<file path="config.mk">
export PLATFORM = sky130hd
export DESIGN_NAME = fetch_stage_flat
export DESIGN_NICKNAME = d
export VERILOG_FILES = /design/src/rtl/cpu_isa_pkg.sv /design/src/rtl/fetch_stage_if.sv /design/src/rtl/fetch_stage_if_id_reg.sv /design/src/rtl/fetch_stage.sv /design/src/flat_wrapper.sv
export SDC_FILE = /design/constraint.sdc
export NUM_CORES = 1
export LEC_CHECK = 0
export CORE_MARGIN = 10
export CORE_UTILIZATION = 48
export CTS_BUF_LIST = sky130_fd_sc_hd__clkbuf_4 sky130_fd_sc_hd__clkbuf_8
export DETAILED_ROUTE_END_ITERATION = 10
export PLACE_DENSITY = 0.81
export SETUP_SLACK_MARGIN = 0.05
export SLEW_MARGIN = 40
export SYNTH_ARGS = -nofsm -noshare
export SYNTH_HDL_FRONTEND = slang
export SYNTH_SLANG_ARGS = --single-unit
export TNS_END_PERCENT = 10
</file>
<file path="constraint.sdc">
create_clock -name clk -period 2.65 [get_ports clk]
set_input_delay 0.6625 -clock clk [delete_from_list [all_inputs] [get_ports clk]]
set_output_delay 0.6625 -clock clk [all_outputs]
set_load 0.005 [all_outputs]
</file>
<file path="src/rtl/cpu_isa_pkg.sv">
// Shared ISA definitions for the 9-bit-instruction pipelined CPU.
// Contents:
//   PC_W, INST_W, OPC_W, CNT_W  - datapath widths
//   OPC_*                       - 5-bit opcode constants (instruction bits [8:4])
//   fetch_state_t               - fetch-stage halt FSM states
//   opc_is_halt()               - opcode decode helper used by fetch
package cpu_isa_pkg;

  localparam int PC_W   = 16;
  localparam int INST_W = 9;
  localparam int OPC_W  = 5;
  localparam int CNT_W  = 16;

  localparam logic [OPC_W-1:0] OPC_ADD   = 5'b00000;
  localparam logic [OPC_W-1:0] OPC_SUB   = 5'b00001;
  localparam logic [OPC_W-1:0] OPC_AND   = 5'b00010;
  localparam logic [OPC_W-1:0] OPC_OR    = 5'b00011;
  localparam logic [OPC_W-1:0] OPC_SETI  = 5'b00100;
  localparam logic [OPC_W-1:0] OPC_LOAD  = 5'b00101;
  localparam logic [OPC_W-1:0] OPC_STORE = 5'b00110;
  localparam logic [OPC_W-1:0] OPC_BEQ   = 5'b10000;
  localparam logic [OPC_W-1:0] OPC_JUMP  = 5'b11000;
  localparam logic [OPC_W-1:0] OPC_HALT  = 5'b11010;

  typedef enum logic [1:0] {
    RUN       = 2'd0,
    HALT_PEND = 2'd1,
    HALTED    = 2'd2
  } fetch_state_t;

  function automatic logic opc_is_halt(input logic [OPC_W-1:0] opc);
    return opc == OPC_HALT;
  endfunction

endpackage

</file>
<file path="src/rtl/fetch_stage_if.sv">
// Bundle of all fetch-stage signals except clock and reset.
//   master : the fetch stage itself (drives pc_out, IF/ID outputs, status)
//   slave  : the environment (ROM, hazard unit, EX redirect, WB commit)
//
// Flow control: if_id_valid qualifies if_id_inst/if_id_pc every cycle
// (0 = bubble). stall acts as the consumer-side "not ready": while stall is
// high and no redirect is pending, the IF/ID contents and pc_out are held
// unchanged, so a valid word is presented until a cycle with stall low.
// redirect_en overrides stall and flushes IF/ID.
interface fetch_stage_if;
  import cpu_isa_pkg::*;

  logic [PC_W-1:0]   pc_out;
  logic [INST_W-1:0] rom_inst;
  logic              stall;
  logic              redirect_en;
  logic [PC_W-1:0]   redirect_target;
  logic              halt_commit;
  logic [INST_W-1:0] if_id_inst;
  logic [PC_W-1:0]   if_id_pc;
  logic              if_id_valid;
  logic              halted;
  logic [CNT_W-1:0]  fetch_count;
  fetch_state_t      state;        // debug view of the halt FSM

  modport master (
    output pc_out, if_id_inst, if_id_pc, if_id_valid, halted, fetch_count, state,
    input  rom_inst, stall, redirect_en, redirect_target, halt_commit
  );

  modport slave (
    input  pc_out, if_id_inst, if_id_pc, if_id_valid, halted, fetch_count, state,
    output rom_inst, stall, redirect_en, redirect_target, halt_commit
  );

endinterface

</file>
<file path="src/rtl/fetch_stage_if_id_reg.sv">
// Generic pipeline stage register with hold and flush.
// Ports:
//   clk, reset     - clock, synchronous active-high reset (clears everything)
//   load_i         - capture inst_i/pc_i and mark valid
//   flush_i        - insert a bubble: valid and inst cleared, pc kept
//   inst_i, pc_i   - incoming word and its address
//   inst_o, pc_o, valid_o - registered outputs
// Priority: reset > flush > load > hold.
module if_id_reg #(
  parameter int W_INST = 9,
  parameter int W_PC   = 16
) (
  input  logic              clk,
  input  logic              reset,
  input  logic              load_i,
  input  logic              flush_i,
  input  logic [W_INST-1:0] inst_i,
  input  logic [W_PC-1:0]   pc_i,
  output logic [W_INST-1:0] inst_o,
  output logic [W_PC-1:0]   pc_o,
  output logic              valid_o
);

  logic [W_INST-1:0] inst_q;
  logic [W_PC-1:0]   pc_q;
  logic              valid_q;

  always_ff @(posedge clk) begin
    if (reset) begin
      inst_q  <= '0;
      pc_q    <= '0;
      valid_q <= 1'b0;
    end else if (flush_i) begin
      // pc is left alone on a bubble; only valid/inst carry meaning downstream
      inst_q  <= '0;
      valid_q <= 1'b0;
    end else if (load_i) begin
      inst_q  <= inst_i;
      pc_q    <= pc_i;
      valid_q <= 1'b1;
    end
  end

  assign inst_o  = inst_q;
  assign pc_o    = pc_q;
  assign valid_o = valid_q;

endmodule

</file>
<file path="src/rtl/fetch_stage.sv">
// Fetch stage: PC generator, halt FSM, fetch counter and IF/ID register.
// Ports:
//   clk    - clock, all state changes on posedge
//   reset  - synchronous active-high reset
//   bus    - fetch_stage_if.master: ROM address/data, stall, redirect,
//            halt commit, IF/ID outputs, halted, fetch_count, debug state
// The ROM is combinational: the word for pc_out is captured on the same edge.
module fetch_stage
  import cpu_isa_pkg::*;
#(
  parameter logic [PC_W-1:0] RESET_PC = 16'd1
) (
  input  logic          clk,
  input  logic          reset,
  fetch_stage_if.master bus
);

  fetch_state_t     state_q, state_d;
  logic [PC_W-1:0]  pc_q, pc_d;
  logic [CNT_W-1:0] cnt_q, cnt_d;
  logic             ifid_load, ifid_flush, cnt_inc;
  logic             rom_is_halt;

  assign rom_is_halt = opc_is_halt(bus.rom_inst[INST_W-1 -: OPC_W]);

  always_ff @(posedge clk) begin
    if (reset) begin
      state_q <= RUN;
      pc_q    <= RESET_PC;
      cnt_q   <= '0;
    end else begin
      state_q <= state_d;
      pc_q    <= pc_d;
      cnt_q   <= cnt_d;
    end
  end

  always_comb begin
    state_d    = state_q;
    pc_d       = pc_q;
    ifid_load  = 1'b0;
    ifid_flush = 1'b0;
    cnt_inc    = 1'b0;

    unique case (state_q)
      RUN: begin
        if (bus.redirect_en) begin
          pc_d       = bus.redirect_target;
          ifid_flush = 1'b1;
        end else if (!bus.stall) begin
          ifid_load = 1'b1;
          cnt_inc   = 1'b1;
          // A HALT is delivered like any word but the PC stops on it
          if (rom_is_halt) state_d = HALT_PEND;
          else             pc_d    = pc_q + PC_W'(1);
        end
      end
      HALT_PEND: begin
        if (bus.redirect_en) begin
          // The HALT was on a mispredicted path: resume fetching
          pc_d       = bus.redirect_target;
          ifid_flush = 1'b1;
          state_d    = RUN;
        end else begin
          // Under stall IF/ID holds so decode does not lose the HALT;
          // otherwise only bubbles follow it.
          if (!bus.stall || bus.halt_commit) ifid_flush = 1'b1;
          if (bus.halt_commit) state_d = HALTED;
        end
      end
      HALTED: begin
        ifid_flush = 1'b1;
      end
      default: begin
        state_d = RUN;
      end
    endcase

    cnt_d = cnt_q;
    if (cnt_inc && (cnt_q != {CNT_W{1'b1}})) cnt_d = cnt_q + CNT_W'(1);
  end

  if_id_reg #(
    .W_INST (INST_W),
    .W_PC   (PC_W)
  ) u_if_id (
    .clk     (clk),
    .reset   (reset),
    .load_i  (ifid_load),
    .flush_i (ifid_flush),
    .inst_i  (bus.rom_inst),
    .pc_i    (pc_q),
    .inst_o  (bus.if_id_inst),
    .pc_o    (bus.if_id_pc),
    .valid_o (bus.if_id_valid)
  );

  assign bus.pc_out      = pc_q;
  assign bus.halted      = (state_q == HALTED);
  assign bus.fetch_count = cnt_q;
  assign bus.state       = state_q;

  // Redirect and halt commit in the same cycle means EX and WB disagree
  // about an older instruction; redirect wins but this should never happen.
  always_ff @(posedge clk) begin
    if (!reset && state_q == HALT_PEND) begin
      assert (!(bus.redirect_en && bus.halt_commit));
    end
  end

endmodule

</file>
<file path="src/flat_wrapper.sv">
// flat-port wrapper written by rule: the top's interface ports become plain ports
module fetch_stage_flat import cpu_isa_pkg::*;
#(
  parameter logic [PC_W-1:0] RESET_PC = 16'd1
)
  (clk, reset, bus_pc_out, bus_if_id_inst, bus_if_id_pc, bus_if_id_valid, bus_halted, bus_fetch_count, bus_state, bus_rom_inst, bus_stall, bus_redirect_en, bus_redirect_target, bus_halt_commit);
  fetch_stage_if bus_i ();
  input  logic clk;
  input  logic reset;
  output wire logic [$bits(bus_i.pc_out)-1:0] bus_pc_out;
  output wire logic [$bits(bus_i.if_id_inst)-1:0] bus_if_id_inst;
  output wire logic [$bits(bus_i.if_id_pc)-1:0] bus_if_id_pc;
  output wire logic [$bits(bus_i.if_id_valid)-1:0] bus_if_id_valid;
  output wire logic [$bits(bus_i.halted)-1:0] bus_halted;
  output wire logic [$bits(bus_i.fetch_count)-1:0] bus_fetch_count;
  output wire logic [$bits(bus_i.state)-1:0] bus_state;
  input wire logic [$bits(bus_i.rom_inst)-1:0] bus_rom_inst;
  input wire logic [$bits(bus_i.stall)-1:0] bus_stall;
  input wire logic [$bits(bus_i.redirect_en)-1:0] bus_redirect_en;
  input wire logic [$bits(bus_i.redirect_target)-1:0] bus_redirect_target;
  input wire logic [$bits(bus_i.halt_commit)-1:0] bus_halt_commit;
  assign bus_pc_out = bus_i.pc_out;
  assign bus_if_id_inst = bus_i.if_id_inst;
  assign bus_if_id_pc = bus_i.if_id_pc;
  assign bus_if_id_valid = bus_i.if_id_valid;
  assign bus_halted = bus_i.halted;
  assign bus_fetch_count = bus_i.fetch_count;
  assign bus_state = bus_i.state;
  assign bus_i.rom_inst = bus_rom_inst;
  assign bus_i.stall = bus_stall;
  assign bus_i.redirect_en = bus_redirect_en;
  assign bus_i.redirect_target = bus_redirect_target;
  assign bus_i.halt_commit = bus_halt_commit;
  fetch_stage #(.RESET_PC(RESET_PC)) u_core (.clk(clk), .reset(reset), .bus(bus_i));
endmodule
</file>
==> results of run 1 <==
## per-stage QoR
step,utilization,power [mW]
after floorplan,-,1.10
after global placement,0.657,1.24
after detailed placement,0.657,1.25
after CTS,0.689,2.02
after global routing,0.689,2.09
final,0.689,2.01
## state kept, by name, summed over array words and instances (netlist names)
name	cells
u_core.bus.fetch_count	16
u_core.bus.pc_out	16
u_core.bus.state	2
u_core.u_if_id.inst_o	9
u_core.u_if_id.pc_o	16
u_core.u_if_id.valid_o	1
## power by group through the flow
stage	Combinational [mW]	Clock, mW	Sequential, mW
global route	0.282	0.833	0.973
floorplan	0.122	0	0.981
CTS	0.259	0.797	0.968
global placement	0.253	0	0.987
finish	0.257	0.785	0.969
detailed placement	0.258	0	0.988
## critical path: cells and delay by family, from the launching register on
| kind | cells | cell delay (ps) |
|---|---|---|
| buf+inv | 2 | 690 |
| flops | 1 | 510 |
| simple gates | 1 | 230 |
## path summary, 6_finish.rpt
kind	end	slack [ps]	cells past startpoint
worst max-delay path	bus_halted	230	3
worst min-delay path	u_core.u_if_id.inst_o[8]	450	2
worst max register to register	u_core.bus.fetch_count[4]	640	5
worst min register to register	u_core.u_if_id.inst_o[8]	450	2
## kinds of logic after synthesis
group,after synthesis,synth area share
muxes,1,0.00346
DFF,60,0.415
AOI/OAI and AO/OA,91,0.199
xor gates and xnor gates,13,0.0393
adders and majority gates,2,0.00864
buffers and inverters,30,0.0466
and+or+nand+nor,168,0.289
## placed cells by master, fill, tap and decap left out, types with 4 or more instances in the layout
cell type,n
nor2_1,40
nand2_1,65
a22oi_1,6
buf_4,10
and3_1,4
a21oi_1,36
xor2_1,8
nand4_1,6
nor3_1,7
inv_1,5
nand3_1,16
nor4_1,8
clkdlybuf4s50_1,89
clkbuf_8,13
dfxtp_1,60
o31ai_1,5
o21ai_0,17
xnor2_1,5
## per-layer routing
| layer | part of all wire | up-vias | wire length (µm) | GRT usage |
|---|---|---|---|---|
| met3 | 0.080 | 15 | 704 | 0.0548 |
| li1 | - | 1472 | - | - |
| met5 | 0 | - | 0 | 0 |
| met2 | 0.47 | 131 | 4120 | 0.281 |
| met4 | 0.019 | 0 | 164 | 0.0783 |
| met1 | 0.43 | 1392 | 3780 | 0.214 |
## layout make-up
cell class,instances,share of cell area
inverter,5,0.00463
timing repair buffer,101,0.244
tap,75,0.0231
multi-input combinational,275,0.385
clock inverter,1,0.00123
sequential,60,0.296
clock buffer,14,0.0460
==> impl_metrics.csv, run 1 <==
group,metric,value,unit
floorplan,start_util,0.492,
synthesis,yosysTopAreaCellShare,0.415,
clock_tree,clkTransAtPathRegs,60,ps
synthesis,synthFlopType,"dfxtp_1",
drt,drtIter0Drc,142,
setup_path,critical_path_class,"register to primary output",
drt,firstDrtPassIters,5,
drt,routed_wl,8770,µm
clock_tree,post_cts_resized,0,
timing,fin_setup_tns,0,ps
setup_path,slowest_stage,"clkdlybuf4s50_1",
setup_path,cp-start-kind,"register",
clock_tree,post_cts_buffers,0,
setup_path,crit_start,"u_core.bus.state[1]",
final_layout,ff_latch_area,0.00120,mm²
global_route,antenna_found_initial,0,
final_layout,drive_above_1_share,0.0899,
drt,drc,0,
clock_tree,htreeDepth,3,
setup_path,crit_path_end_kind,"primary output",
min_path,worstHoldStart,"u_core.u_if_id.inst_o[8]",
final_layout,area_delta_synth_final,40.0,%
place,dp.cells,516,
synthesis,ys_async_sr_fraction,0,
power,comb_power_share,0.128,
synthesis,synth_edf_count,0,
final_layout,nets,484,
global_route,grt-ovfl-total,0,
setup_path,timing.rr.start,"u_core.bus.fetch_count[6]",
min_path,min-delay-path-class,"register to register",
clock_tree,cts-root-buf,"clkbuf_8",
floorplan,pin_count,91,
timing,post-route-min-period,2420,ps
synthesis,synth_cells,365,
synthesis,ys_seq_area_frac,0.415,
synthesis,syn-mean-instance-area,7.94,µm²
place,gp_congestion,0.864,
global_route,grt_max_degree,40,
clock_tree,clock_latency,340,ps
power,seq_power_share,0.482,
power,pwr_density_cell,496,mW/mm²
final_layout,fin_cells,531,
global_route,first_global_vias,2849,
synthesis,ys_ff_latch,60,
timing,fmax,413,MHz
power,swShare,0.245,
timing,worst_slew_pin_slew,645,ps
final_layout,num_antenna_cells,0,
synthesis,synthDistinctLibCells,60,
timing,period_share,0.913,
place,dp_hpwl,6250,µm
place,io_buffers,90,
final_layout,fillers,483,
clock_tree,numCtsBuffers,9,
power,power.switching,0.493,mW
outcome,status,"finished clean",
synthesis,ys_top_cells_by_count,"nand2_1, dfxtp_1, nor2_1, a21oi_1, o21ai_0",
clock_tree,cts_hold_repair.buffers,0,
floorplan,die_w,97.7,µm
job,drv_cap,0,
global_route,grt_pass1_wl,14200,µm
timing,layout_setup_ws,231,ps
power,peakVddDrop,0.324,mV
drt,vias,3010,
setup_path,crit_arrival,1760,ps
setup_path,crit_fanout,8,
drt,wl_per_cell,16.5,µm
timing,setup_viol,0,
synthesis,synthTopCellsByArea,"dfxtp_1, nand2_1, a21oi_1",
final_layout,multi_input_area,0.00156,mm²
drt,postRouteAntennaNets,0,
final_layout,post-route-cell-area,0.00406,mm²
timing,hold_violations,0,
power,cell_internal_pwr,1.52,mW
timing,fin_skew,6.13,ps
synthesis,synth_most_common_cell,"nand2_1",
timing,rsz0062_at_grt,"no",
power,pwr-share-clk,0.390,
clock_tree,cts_max_path_buffers,2,
floorplan,core,0.00589,mm²
timing,slew_headroom,0.566,
synthesis,yosysTopAreaCell,"dfxtp_1",
synthesis,synth_nets,397,
power,leakage,1.41,nW
setup_path,path_cells,"inv_1 -> nor2_1 -> clkdlybuf4s50_1",
floorplan,dieArea,0.00954,mm²
place,post-place-ws,51.8,ps
timing,maxSlewViolCount,0,
synthesis,syn_area,0.00290,mm²
clock_tree,cts_tree,"yes",
floorplan,row_count,28,
drt,viasPerCell,5.67,
place,placed_area,0.00386,mm²
setup_path,max_stage_delay,560,ps
timing,holdWs,451,ps
setup_path,required,1990,ps
floorplan,die_h,97.7,µm
clock_tree,cts_num_sinks,60,
global_route,grt_usage,0.177,
synthesis,yosysWarnings,0,
(Power assumes the default switching activity.)
==> run 2, diff against run 1 <==
--- a/config.mk
+++ b/config.mk
@@ -5,6 +5,7 @@
 export SDC_FILE = /design/constraint.sdc
 export NUM_CORES = 1
 export LEC_CHECK = 0
+export CAP_MARGIN = 20
 export CORE_MARGIN = 10
 export CORE_UTILIZATION = 48
 export CTS_BUF_LIST = sky130_fd_sc_hd__clkbuf_4 sky130_fd_sc_hd__clkbuf_8
==> results of run 2 <==
The final DEF is identical to that of run 1; final timing and power are the same.
==> run 3, diff against run 2 <==
--- a/config.mk
+++ b/config.mk
@@ -11,7 +11,7 @@
 export CTS_BUF_LIST = sky130_fd_sc_hd__clkbuf_4 sky130_fd_sc_hd__clkbuf_8
 export DETAILED_ROUTE_END_ITERATION = 10
 export PLACE_DENSITY = 0.81
-export SETUP_SLACK_MARGIN = 0.05
+export SETUP_SLACK_MARGIN = 0.02
 export SLEW_MARGIN = 40
 export SYNTH_ARGS = -nofsm -noshare
 export SYNTH_HDL_FRONTEND = slang
==> results of run 3 <==
The final DEF is identical to that of run 1; final timing and power are the same.
==> variant, RTL diff (flow settings as in run 1) <==
Change the package constant `PC_W` from 16 to 14.
--- a/src/rtl/cpu_isa_pkg.sv
+++ b/src/rtl/cpu_isa_pkg.sv
@@ -6,7 +6,7 @@
 //   opc_is_halt()               - opcode decode helper used by fetch
 package cpu_isa_pkg;
 
-  localparam int PC_W   = 16;
+  localparam int PC_W   = 14;
   localparam int INST_W = 9;
   localparam int OPC_W  = 5;
   localparam int CNT_W  = 16;
Ports: changed (resized bus_if_id_pc, bus_pc_out and bus_redirect_target); port bits go from 91 to 85. No check against the original RTL was run, so the function may have changed too.
==> variant against run 1 <==
Sequential cell count shrank 4. Final cell count fell by 9.0%. Routed wire length fell by 15%. Cell area fell by 9.9%. Area after synthesis shrank 8.6%. Setup slack improved by 220 ps. Power decreased by 21%. Sequential share of layout area up 1.1 points. Clock power down 43%. Largest power group unchanged. Highest routed layer unchanged.
==> variant: results (changes against run 1) <==
run_status:
  status: "finished clean"  # unchanged
grt:
  track_usage_pct: 16.3  # was 17.7%
  grt_pass1_wl_um: 12100  # was 14,200 µm
  grt_use_met1_pct: 21.1  # was 21.4%
  met2_usage_pct: 25.5  # was 28.1%
  grt_use_met3_pct: 4.64  # was 5.48%
  grt_pass1_vias: 2475  # was 2,849
  antenna_found_initial: 0  # unchanged
  grt_max_degree: 31  # was 40
synthesis:
  ys_seq_area_share_pct: 42.3  # was 41.5%
  synthAdderAreaFrac_pct: 0.945  # was 0.864%
  syn_nets: 359  # was 397
  synth_compound_area_share_pct: 19.8  # was 19.9%
  synth_top_family_by_area: "simple AND/OR/NAND/NOR gates"  # unchanged
  syn_inst: 329  # was 365
  async_flop_share_pct: 0  # unchanged
  synthTopCellsByArea: "dfxtp_1, nand2_1, a21oi_1"  # unchanged
  synth.mux.area_fraction_pct: 0.378  # was 0.346%
  synth-xor-area-share_pct: 3.97  # was 3.93%
  yosys_warnings: 0  # unchanged
  ys_top_cells_by_count: "nand2_1, dfxtp_1, a21oi_1"  # was nand2_1, dfxtp_1, nor2_1
pwr:
  ir_worst_vdd_mv: 0.276  # was 0.324 mV
  p_clk_share_pct: 28.1  # was 39.0%
  leakage_nw: 1.28  # was 1.41 nW
  p_int_w: 0.00119  # was 0.00152 W
  powerDensity_nw_per_um2: 432  # was 496 nW/µm²
  powerSeq_w: 0.000902  # was 0.000969 W
clocking:
  cts_setup_buffers: 0  # unchanged
  clockRootBuffer: "clkbuf_8"  # unchanged
  htreeDepth: 2  # was 3
  cts_made_buffers: 5  # was 9
  clkLatencyLatePin_ps: 310  # was 340 ps
  clkTransAtPathRegs_ps: 90  # was 60 ps
sta:
  setup_violations: 0  # unchanged
  finClkSkew_ps: 7.54  # was 6.13 ps
  worst_pin_slew_ps: 420  # was 645 ps
worst_setup_path:
  reg2regPathDepth: 5  # unchanged
  arrival_ps: 2450  # was 1760 ps
  cp_max_fo: 17  # was 8
  critPathMaxStageDelay_ps: 510  # was 560 ps
routing:
  routed_wl_um: 7460  # was 8770 µm
  m1WireLength_um: 3260  # was 3780 µm
  first_pass_iters: 4  # was 5
  highest_layer: "met4"  # unchanged
  met2_length_um: 3460  # was 4120 µm
  vias: 2684  # was 3,010
  wl_met3_um: 638  # was 704 µm
  drt_iter0_drc: 145  # was 142
  wl_per_cell_um: 15.4  # was 16.5 µm
placement:
  dpl_cell_area_um2: 3570  # was 3860 µm²
  dp_hpwl_um: 5650  # was 6250 µm
  port_buffers: 84  # was 90
  dp_cells: 476  # was 516
  pre_cts_ws_ps: 139  # was 51.8 ps
  place.gp.congestion: 0.863  # was 0.864
final_layout:
  drive_gt1_share_pct: 7.51  # was 8.99%
  nets: 443  # was 484
hold_path:
  whs_path_depth: 2  # unchanged
[variant: changes by cell type in the layout (fill, tap and decap cells not counted), sizes merged, moves of 4 or more]
cell / run 1 / this run
nor2: 40 / 34
o21ai: 19 / 15
nor4: 9 / 5
clkbuf: 14 / 6
a22oi: 6 / 2
o2111ai: 0 / 4
nand3: 17 / 11
clkdlybuf4s50: 89 / 84
dfxtp: 60 / 56
[variant: cell type report]
type | count | area, µm²
clock buffer | 6 | 76.3
clock inverter | 1 | 5.00
fill | 455 | 1580
inverter | 2 | 7.51
multi-input combinational | 251 | 1420
sequential | 56 | 1120
tap | 70 | 87.6
timing repair buffer | 97 | 938
[variant: final timing paths]
kind / endpoint / from / slack [ps]
setup / recovery: u_core.bus.pc_out[9] / bus_redirect_en / 450
hold / removal: u_core.u_if_id.pc_o[13] / u_core.u_if_id.pc_o[13] / 460
setup reg to reg: u_core.bus.fetch_count[15] / u_core.bus.fetch_count[2] / 810
hold reg to reg: u_core.u_if_id.pc_o[13] / u_core.u_if_id.pc_o[13] / 460
